[config.mk]
export PLATFORM = sky130hd
export DESIGN_NAME = fifo_wr_arbiter_flat
export DESIGN_NICKNAME = d
export VERILOG_FILES = /design/src/rtl/fifo_wr_arbiter_pkg.sv /design/src/rtl/fifo_wr_arbiter_if.sv /design/src/rtl/fifo_wr_arbiter_rr_arb_core.sv /design/src/rtl/fifo_wr_arbiter.sv /design/src/flat_wrapper.sv
export SDC_FILE = /design/constraint.sdc
export NUM_CORES = 1
export LEC_CHECK = 0
export ABC_AREA = 1
export CORE_ASPECT_RATIO = 1.2
export CORE_MARGIN = 2
export CORE_UTILIZATION = 45
export CTS_CLUSTER_DIAMETER = 100
export DETAILED_ROUTE_END_ITERATION = 10
export DONT_BUFFER_PORTS = 1
export GPL_ROUTABILITY_DRIVEN = 0
export PLACE_DENSITY = 0.71
export RECOVER_POWER = 100
export SYNTH_ARGS = -nofsm -noshare
export SYNTH_HDL_FRONTEND = slang
export SYNTH_HIERARCHICAL = 1
export SYNTH_SLANG_ARGS = --single-unit
[constraint.sdc]
create_clock -name clk -period 2.55 [get_ports clk]
set_clock_uncertainty 0.2 [all_clocks]
set_input_delay 0.3825 -clock clk [delete_from_list [all_inputs] [get_ports clk]]
set_output_delay 0.3825 -clock clk [all_outputs]
set_load 0.02 [all_outputs]
[src/rtl/fifo_wr_arbiter_pkg.sv]
// Shared types and helpers for the round-robin FIFO write-port arbiter.
package fifo_arb_pkg;

  localparam int unsigned MAX_NREQ = 32;

  typedef enum logic {
    ST_IDLE  = 1'b0,
    ST_BURST = 1'b1
  } state_e;

  // Index of the set bit in a one-hot (or zero) vector; zero input yields 0.
  function automatic int unsigned idx_of(input logic [MAX_NREQ-1:0] onehot);
    int unsigned idx;
    idx = 0;
    for (int unsigned i = 0; i < MAX_NREQ; i++) begin
      if (onehot[i]) idx = idx | i;
    end
    return idx;
  endfunction

endpackage

[src/rtl/fifo_wr_arbiter_if.sv]
// Requester and FIFO write-side signals of the arbiter, bundled as one interface.
interface fifo_wr_arbiter_if #(
  parameter int unsigned NREQ       = 4,
  parameter int unsigned WIDTH_FIFO = 8
);

  logic [NREQ-1:0]            req;
  logic [NREQ-1:0]            req_last;
  logic [NREQ*WIDTH_FIFO-1:0] req_data;
  logic [NREQ-1:0]            ack;
  logic [NREQ-1:0]            gnt;
  logic                       busy;
  logic                       fifo_full;
  logic                       fifo_wen;
  logic [WIDTH_FIFO-1:0]      fifo_wdata;

  // Environment side: requesters plus the FIFO full flag.
  modport master (
    output req, req_last, req_data, fifo_full,
    input  ack, gnt, busy, fifo_wen, fifo_wdata
  );

  // Arbiter side.
  modport slave (
    input  req, req_last, req_data, fifo_full,
    output ack, gnt, busy, fifo_wen, fifo_wdata
  );

endinterface

[src/rtl/fifo_wr_arbiter_rr_arb_core.sv]
// Combinational round-robin pick: first requester after ptr, found by
// rotating a doubled request vector, isolating the lowest bit and rotating back.
module rr_arb_core
  import fifo_arb_pkg::*;
#(
  parameter  int unsigned NREQ = 4,
  localparam int unsigned PW   = $clog2(NREQ)
) (
  input  logic [NREQ-1:0] req,
  input  logic [PW-1:0]   ptr,
  output logic [NREQ-1:0] winner_oh,
  output logic [PW-1:0]   winner_idx
);

  localparam int unsigned SW = PW + 1;

  logic [SW-1:0]   sh;
  logic [NREQ-1:0] rot;
  logic [NREQ-1:0] pick;

  always_comb begin
    sh         = SW'(ptr) + SW'(1);
    rot        = NREQ'({req, req} >> sh);
    pick       = rot & (~rot + NREQ'(1));
    winner_oh  = NREQ'(({pick, pick} << sh) >> NREQ);
    winner_idx = PW'(idx_of(MAX_NREQ'(winner_oh)));
  end

endmodule

[src/rtl/fifo_wr_arbiter.sv]
// Round-robin burst arbiter sharing one FIFO write port among NREQ requesters;
// a grant lasts until the last beat, BURST_MAX beats or an idle timeout.
module fifo_wr_arbiter
  import fifo_arb_pkg::*;
#(
  parameter int unsigned NREQ       = 4,
  parameter int unsigned WIDTH_FIFO = 8,
  parameter int unsigned BURST_MAX  = 4,
  parameter int unsigned IDLE_TO    = 8
) (
  input logic             clk,
  input logic             rst,
  fifo_wr_arbiter_if.slave bus
);

  localparam int unsigned PW = $clog2(NREQ);
  localparam int unsigned BW = $clog2(BURST_MAX) + 1;
  localparam int unsigned IW = $clog2(IDLE_TO) + 1;

  state_e                state_q, state_d;
  logic [NREQ-1:0]       gnt_q, gnt_d;
  logic [PW-1:0]         ptr_q, ptr_d;
  logic [BW-1:0]         beat_cnt_q, beat_cnt_d;
  logic [IW-1:0]         idle_cnt_q, idle_cnt_d;

  logic [NREQ-1:0]       win_oh;
  logic [PW-1:0]         win_idx;
  logic                  req_g;
  logic                  last_g;
  logic                  accept;
  logic [WIDTH_FIFO-1:0] wdata;

  rr_arb_core #(.NREQ(NREQ)) u_rr (
    .req        (bus.req),
    .ptr        (ptr_q),
    .winner_oh  (win_oh),
    .winner_idx (win_idx)
  );

  // AND-OR mux on the one-hot grant; an empty grant selects nothing and yields zero data.
  always_comb begin
    req_g  = |(bus.req & gnt_q);
    last_g = |(bus.req_last & gnt_q);
    wdata  = '0;
    for (int unsigned i = 0; i < NREQ; i++) begin
      if (gnt_q[i]) wdata = wdata | bus.req_data[i*WIDTH_FIFO +: WIDTH_FIFO];
    end
  end

  // Beats are blocked while full and while reset is held, so the FIFO can never overflow.
  assign accept         = (state_q == ST_BURST) & req_g & ~bus.fifo_full & ~rst;
  assign bus.ack        = gnt_q & {NREQ{accept}};
  assign bus.fifo_wen   = accept;
  assign bus.fifo_wdata = wdata;
  assign bus.gnt        = gnt_q;
  assign bus.busy       = (state_q == ST_BURST);

  always_comb begin
    state_d    = state_q;
    gnt_d      = gnt_q;
    ptr_d      = ptr_q;
    beat_cnt_d = beat_cnt_q;
    idle_cnt_d = idle_cnt_q;
    case (state_q)
      ST_IDLE: begin
        if (|bus.req) begin
          state_d    = ST_BURST;
          gnt_d      = win_oh;
          ptr_d      = win_idx;
          beat_cnt_d = '0;
          idle_cnt_d = '0;
        end
      end
      ST_BURST: begin
        if (accept) begin
          beat_cnt_d = beat_cnt_q + BW'(1);
          idle_cnt_d = '0;
          if (last_g || (beat_cnt_q == BW'(BURST_MAX - 1))) begin
            state_d = ST_IDLE;
            gnt_d   = '0;
          end
        end else if (!req_g) begin
          idle_cnt_d = idle_cnt_q + IW'(1);
          if (idle_cnt_q == IW'(IDLE_TO - 1)) begin
            state_d = ST_IDLE;
            gnt_d   = '0;
          end
        end
        // req high while full: stall, counters held.
      end
      default: begin
        state_d = ST_IDLE;
        gnt_d   = '0;
      end
    endcase
  end

  always_ff @(posedge clk) begin
    if (rst) begin
      state_q    <= ST_IDLE;
      gnt_q      <= '0;
      ptr_q      <= PW'(NREQ - 1);
      beat_cnt_q <= '0;
      idle_cnt_q <= '0;
    end else begin
      state_q    <= state_d;
      gnt_q      <= gnt_d;
      ptr_q      <= ptr_d;
      beat_cnt_q <= beat_cnt_d;
      idle_cnt_q <= idle_cnt_d;
    end
  end

endmodule

[src/flat_wrapper.sv]
// flat-port wrapper written by rule: the top's interface ports become plain ports
module fifo_wr_arbiter_flat import fifo_arb_pkg::*;
#(
  parameter int unsigned NREQ       = 4,
  parameter int unsigned WIDTH_FIFO = 8,
  parameter int unsigned BURST_MAX  = 4,
  parameter int unsigned IDLE_TO    = 8
)
  (clk, rst, bus_req, bus_req_last, bus_req_data, bus_fifo_full, bus_ack, bus_gnt, bus_busy, bus_fifo_wen, bus_fifo_wdata);
  fifo_wr_arbiter_if #(.NREQ(NREQ), .WIDTH_FIFO(WIDTH_FIFO)) bus_i ();
  input logic clk;
  input logic rst;
  input wire logic [$bits(bus_i.req)-1:0] bus_req;
  input wire logic [$bits(bus_i.req_last)-1:0] bus_req_last;
  input wire logic [$bits(bus_i.req_data)-1:0] bus_req_data;
  input wire logic [$bits(bus_i.fifo_full)-1:0] bus_fifo_full;
  output wire logic [$bits(bus_i.ack)-1:0] bus_ack;
  output wire logic [$bits(bus_i.gnt)-1:0] bus_gnt;
  output wire logic [$bits(bus_i.busy)-1:0] bus_busy;
  output wire logic [$bits(bus_i.fifo_wen)-1:0] bus_fifo_wen;
  output wire logic [$bits(bus_i.fifo_wdata)-1:0] bus_fifo_wdata;
  assign bus_i.req = bus_req;
  assign bus_i.req_last = bus_req_last;
  assign bus_i.req_data = bus_req_data;
  assign bus_i.fifo_full = bus_fifo_full;
  assign bus_ack = bus_i.ack;
  assign bus_gnt = bus_i.gnt;
  assign bus_busy = bus_i.busy;
  assign bus_fifo_wen = bus_i.fifo_wen;
  assign bus_fifo_wdata = bus_i.fifo_wdata;
  fifo_wr_arbiter #(.NREQ(NREQ), .WIDTH_FIFO(WIDTH_FIFO), .BURST_MAX(BURST_MAX), .IDLE_TO(IDLE_TO)) u_core (.clk(clk), .rst(rst), .bus(bus_i));
endmodule
==> summary.txt <==
Floorplanning
  • Io pins: about 60
  • Core area: about 2800 sq um
  • Initial Util: a little under half
  • Row cnt: 21
  • Die ar.: roughly 3500 sq um
  • Die height: 64.1 um
  • Chip width: about 54 um

Min path
  • Worst Hold Depth: 2
  • Worst hold path class: in -> reg

Clocking
  • Buffer depth of the longest clock path: 2
  • Htree depth: 1
  • CTS resizes: 0
  • Clock sink count: 14
  • CTS tree: built
  • Root buffer cell: clkbuf_4
  • Reg clk slew, reported paths: ~90 ps
  • Number of setup buffers added after CTS: 0
  • Cts bufs inserted: 3
  • Clk_lat worst skew: roughly 280 ps

Timing
  • Final setup fails: 0
  • Fin crit period: approximately 2200 ps
  • Setup TNS: 0 ps
  • Rel. slew slack: 52.3%
  • Final Hold Viols: 0
  • Tcrit/Tclk final: between 80 and 90%
  • WHS: around 180 ps
  • Worst setup margin: around 360 ps
  • Worst-margin pin slew: about 700 ps
  • RSZ-0062 raised after global routing: false
  • FMAX: roughly 0.46 GHz
  • Fin. max-slew vios: 0

Routing
  • Drt initial violations: 51
  • DRC: 0
  • Drt total wl: approximately 3200 um
  • Iteration count of the initial detailed-routing pass: 4
  • Number of routed nets with antenna violations: 0
  • WL per Instance: around 12 um
  • Vias/cell: between 5 and 6
  • Via Count: approximately 1500

Place
  • Buffers on Ports: 0
  • Worst slack at placement: 588 ps
  • DP Cell Count: 266
  • Post-placement cell area: about 1400 sq um
  • DP HPWL: approximately 2500 um

Setup path
  • Critical Path End Type: output pin
  • Req. time, crit path: approximately 2000 ps
  • Critical-path maximum fanout: 12
  • Critical Path, Cell by Cell: clkbuf_1 > inv_1 > nor2_1
  • Startpoint type of the worst setup path: register
  • Worst-case reg-to-reg path depth: 9
  • Data arrival, critical path: roughly 1600 ps
  • Worst path slowest cell: clkbuf_1
  • CP peak stage delay: around 550 ps
  • Crit Path Class: reg -> out

Yosys
  • Library cells used by synthesis: 23
  • Post-Syn Area: approximately 1400 sq um
  • Avg Cell Area, Syn: slightly below 6 sq um
  • Synth Instances: approximately 230
  • Mapped Nets: 279
  • #FFs+latches synth: 14
  • Sequential share of the synthesized area: 20.7%
  • Synth warnings: 6

Global routing
  • Antenna violations before repair: 0
  • Vias in the first global route: about 1200
  • Aggregate global routing overflow: 0
  • First-pass GRT wire length: approximately 5000 um
  • Pin count of the biggest net entering global routing: 13
  • All-Layer GR Usage: 18.9%

Finish
  • Area growth syn-to-layout: 2.31%
  • Nets: about 290
  • Fin cells: about 270
  • Post-Layout Inst Area: between 1000 and 1500 sq um
  • Final core occ: around half
  • # diodes: 0
  • Layout cell share with drive strength beyond 1: between 10% and 20%

Power
  • Max VDD drop: 0.000592 V
  • Leakage: ~0.7 nW
  • Total power: 1.45 mW
  • Pwr Density: ~1000 nW/um^2

Outcome
  • Status: finished clean

Run
  • Max Cap Viol: 0
==> registers in the layout (all words and copies together), names as in the netlist <==
register and cells:
u_core/beat_cnt_q 3, u_core/bus.gnt 4, u_core/ptr_q 2, u_core/bus.busy 1, u_core/idle_cnt_q 4
==> synthesized netlist by cell type <==
| cell type | number | area [sq um] |
|---|---|---|
| nand2_1 | 88 | 330 |
| nor2_1 | 27 | 101 |
| inv_1 | 21 | 78.8 |
| nand3_1 | 17 | 85.1 |
| dfxtp_1 | 14 | 280 |
| nand4_1 | 12 | 75.1 |
| nand2_2 | 11 | 68.8 |
| a21oi_1 | 5 | 25.0 |
| buf_6 | 5 | 56.3 |
| o21ai_0 | 5 | 25.0 |
| ha_1 | 4 | 50.1 |
| nand3_2 | 4 | 40.0 |
| inv_2 | 3 | 11.3 |
| nand2_4 | 3 | 33.8 |
| nor2_2 | 3 | 18.8 |
| a31oi_1 | 2 | 12.5 |
| o21ai_1 | 2 | 10.0 |
| a21o_1 | 1 | 7.51 |
| a21oi_2 | 1 | 8.76 |
| inv_6 | 1 | 8.76 |
| nor2_4 | 1 | 11.3 |
| o22ai_1 | 1 | 6.26 |
| xor2_1 | 1 | 8.76 |
==> layer usage <==
layer	track usage [%]	routed length [um]	vias to the layer above
li1	-	-	750
met1	20.9	1290	642
met2	35.8	1620	57
met3	2.80	280	2
met4	4.69	17	0
met5	0	0	-
==> where the power goes <==
part / switching, mW / internal (mW) / total (mW)
Combinational: 0.658 / 0.307 / 0.965
Clock: 0.0780 / 0.0868 / 0.165
Sequential: 0.0588 / 0.260 / 0.319
==> timing repair <==
item / in CTS / in global routing
endpoints found under the hold margin: 5 / 0
setup endpoints to repair: 0 / 0
hold buffers: 1 / 0
==> final timing paths <==
path / start / end / slack [ps]
min reg2reg: u_core/beat_cnt_q[0] / u_core/beat_cnt_q[0] / 270
max reg2reg: u_core/bus.gnt[1] / u_core/bus.gnt[2] / 510
min: rst / u_core/ptr_q[1] / 180
max: u_core/bus.gnt[1] / bus_ack[1] / 360
==> critical path, delay by kind of cell, from the launching register on <==
kind / cells / cell delay [ps]
buffers and inverters: 2 / 640
flip-flops: 1 / 340
AND/OR/NAND/NOR: 1 / 340
==> placed cells by master, fill, tap and decap left out <==
cell type,netlist,final
a21o_1,1,1
a21oi_1,5,6
a31oi_1,2,2
buf_4,0,1
clkbuf_1,0,4
clkbuf_4,0,3
clkbuf_8,0,1
dfxtp_1,14,14
dlygate4sd3_1,0,1
ha_1,4,4
inv_1,21,22
inv_2,3,2
inv_6,1,1
nand2_1,88,92
nand2_2,11,8
nand2_4,3,2
nand3_1,17,17
nand3_2,4,4
nand4_1,12,12
nor2_1,27,29
nor2_2,3,1
nor2_4,1,1
o21ai_0,5,5
o21ai_1,2,2
o22ai_1,1,1
xor2_1,1,1
==> area by class of cell <==
type / count / area [sq um]
flip-flops and latches: 14 / 280
clock buffers: 4 / 36.3
multi-input cells: 188 / 895
repair buffers: 6 / 32.5
inverters: 25 / 98.8
well taps: 34 / 42.5
fillers: 319 / 1450
==> logic make-up after synthesis <==
| family | share of synthesized area, % |
|---|---|
| adders and majority gates | 3.70 |
| DFF | 20.7 |
| AOI/OAI and AO/OA | 7.02 |
| buffers and inverters | 11.5 |
| and+or+nand+nor | 56.5 |
| xor gates and xnor gates | 0.647 |
No activity file was read; power rests on OpenSTA's default activity.
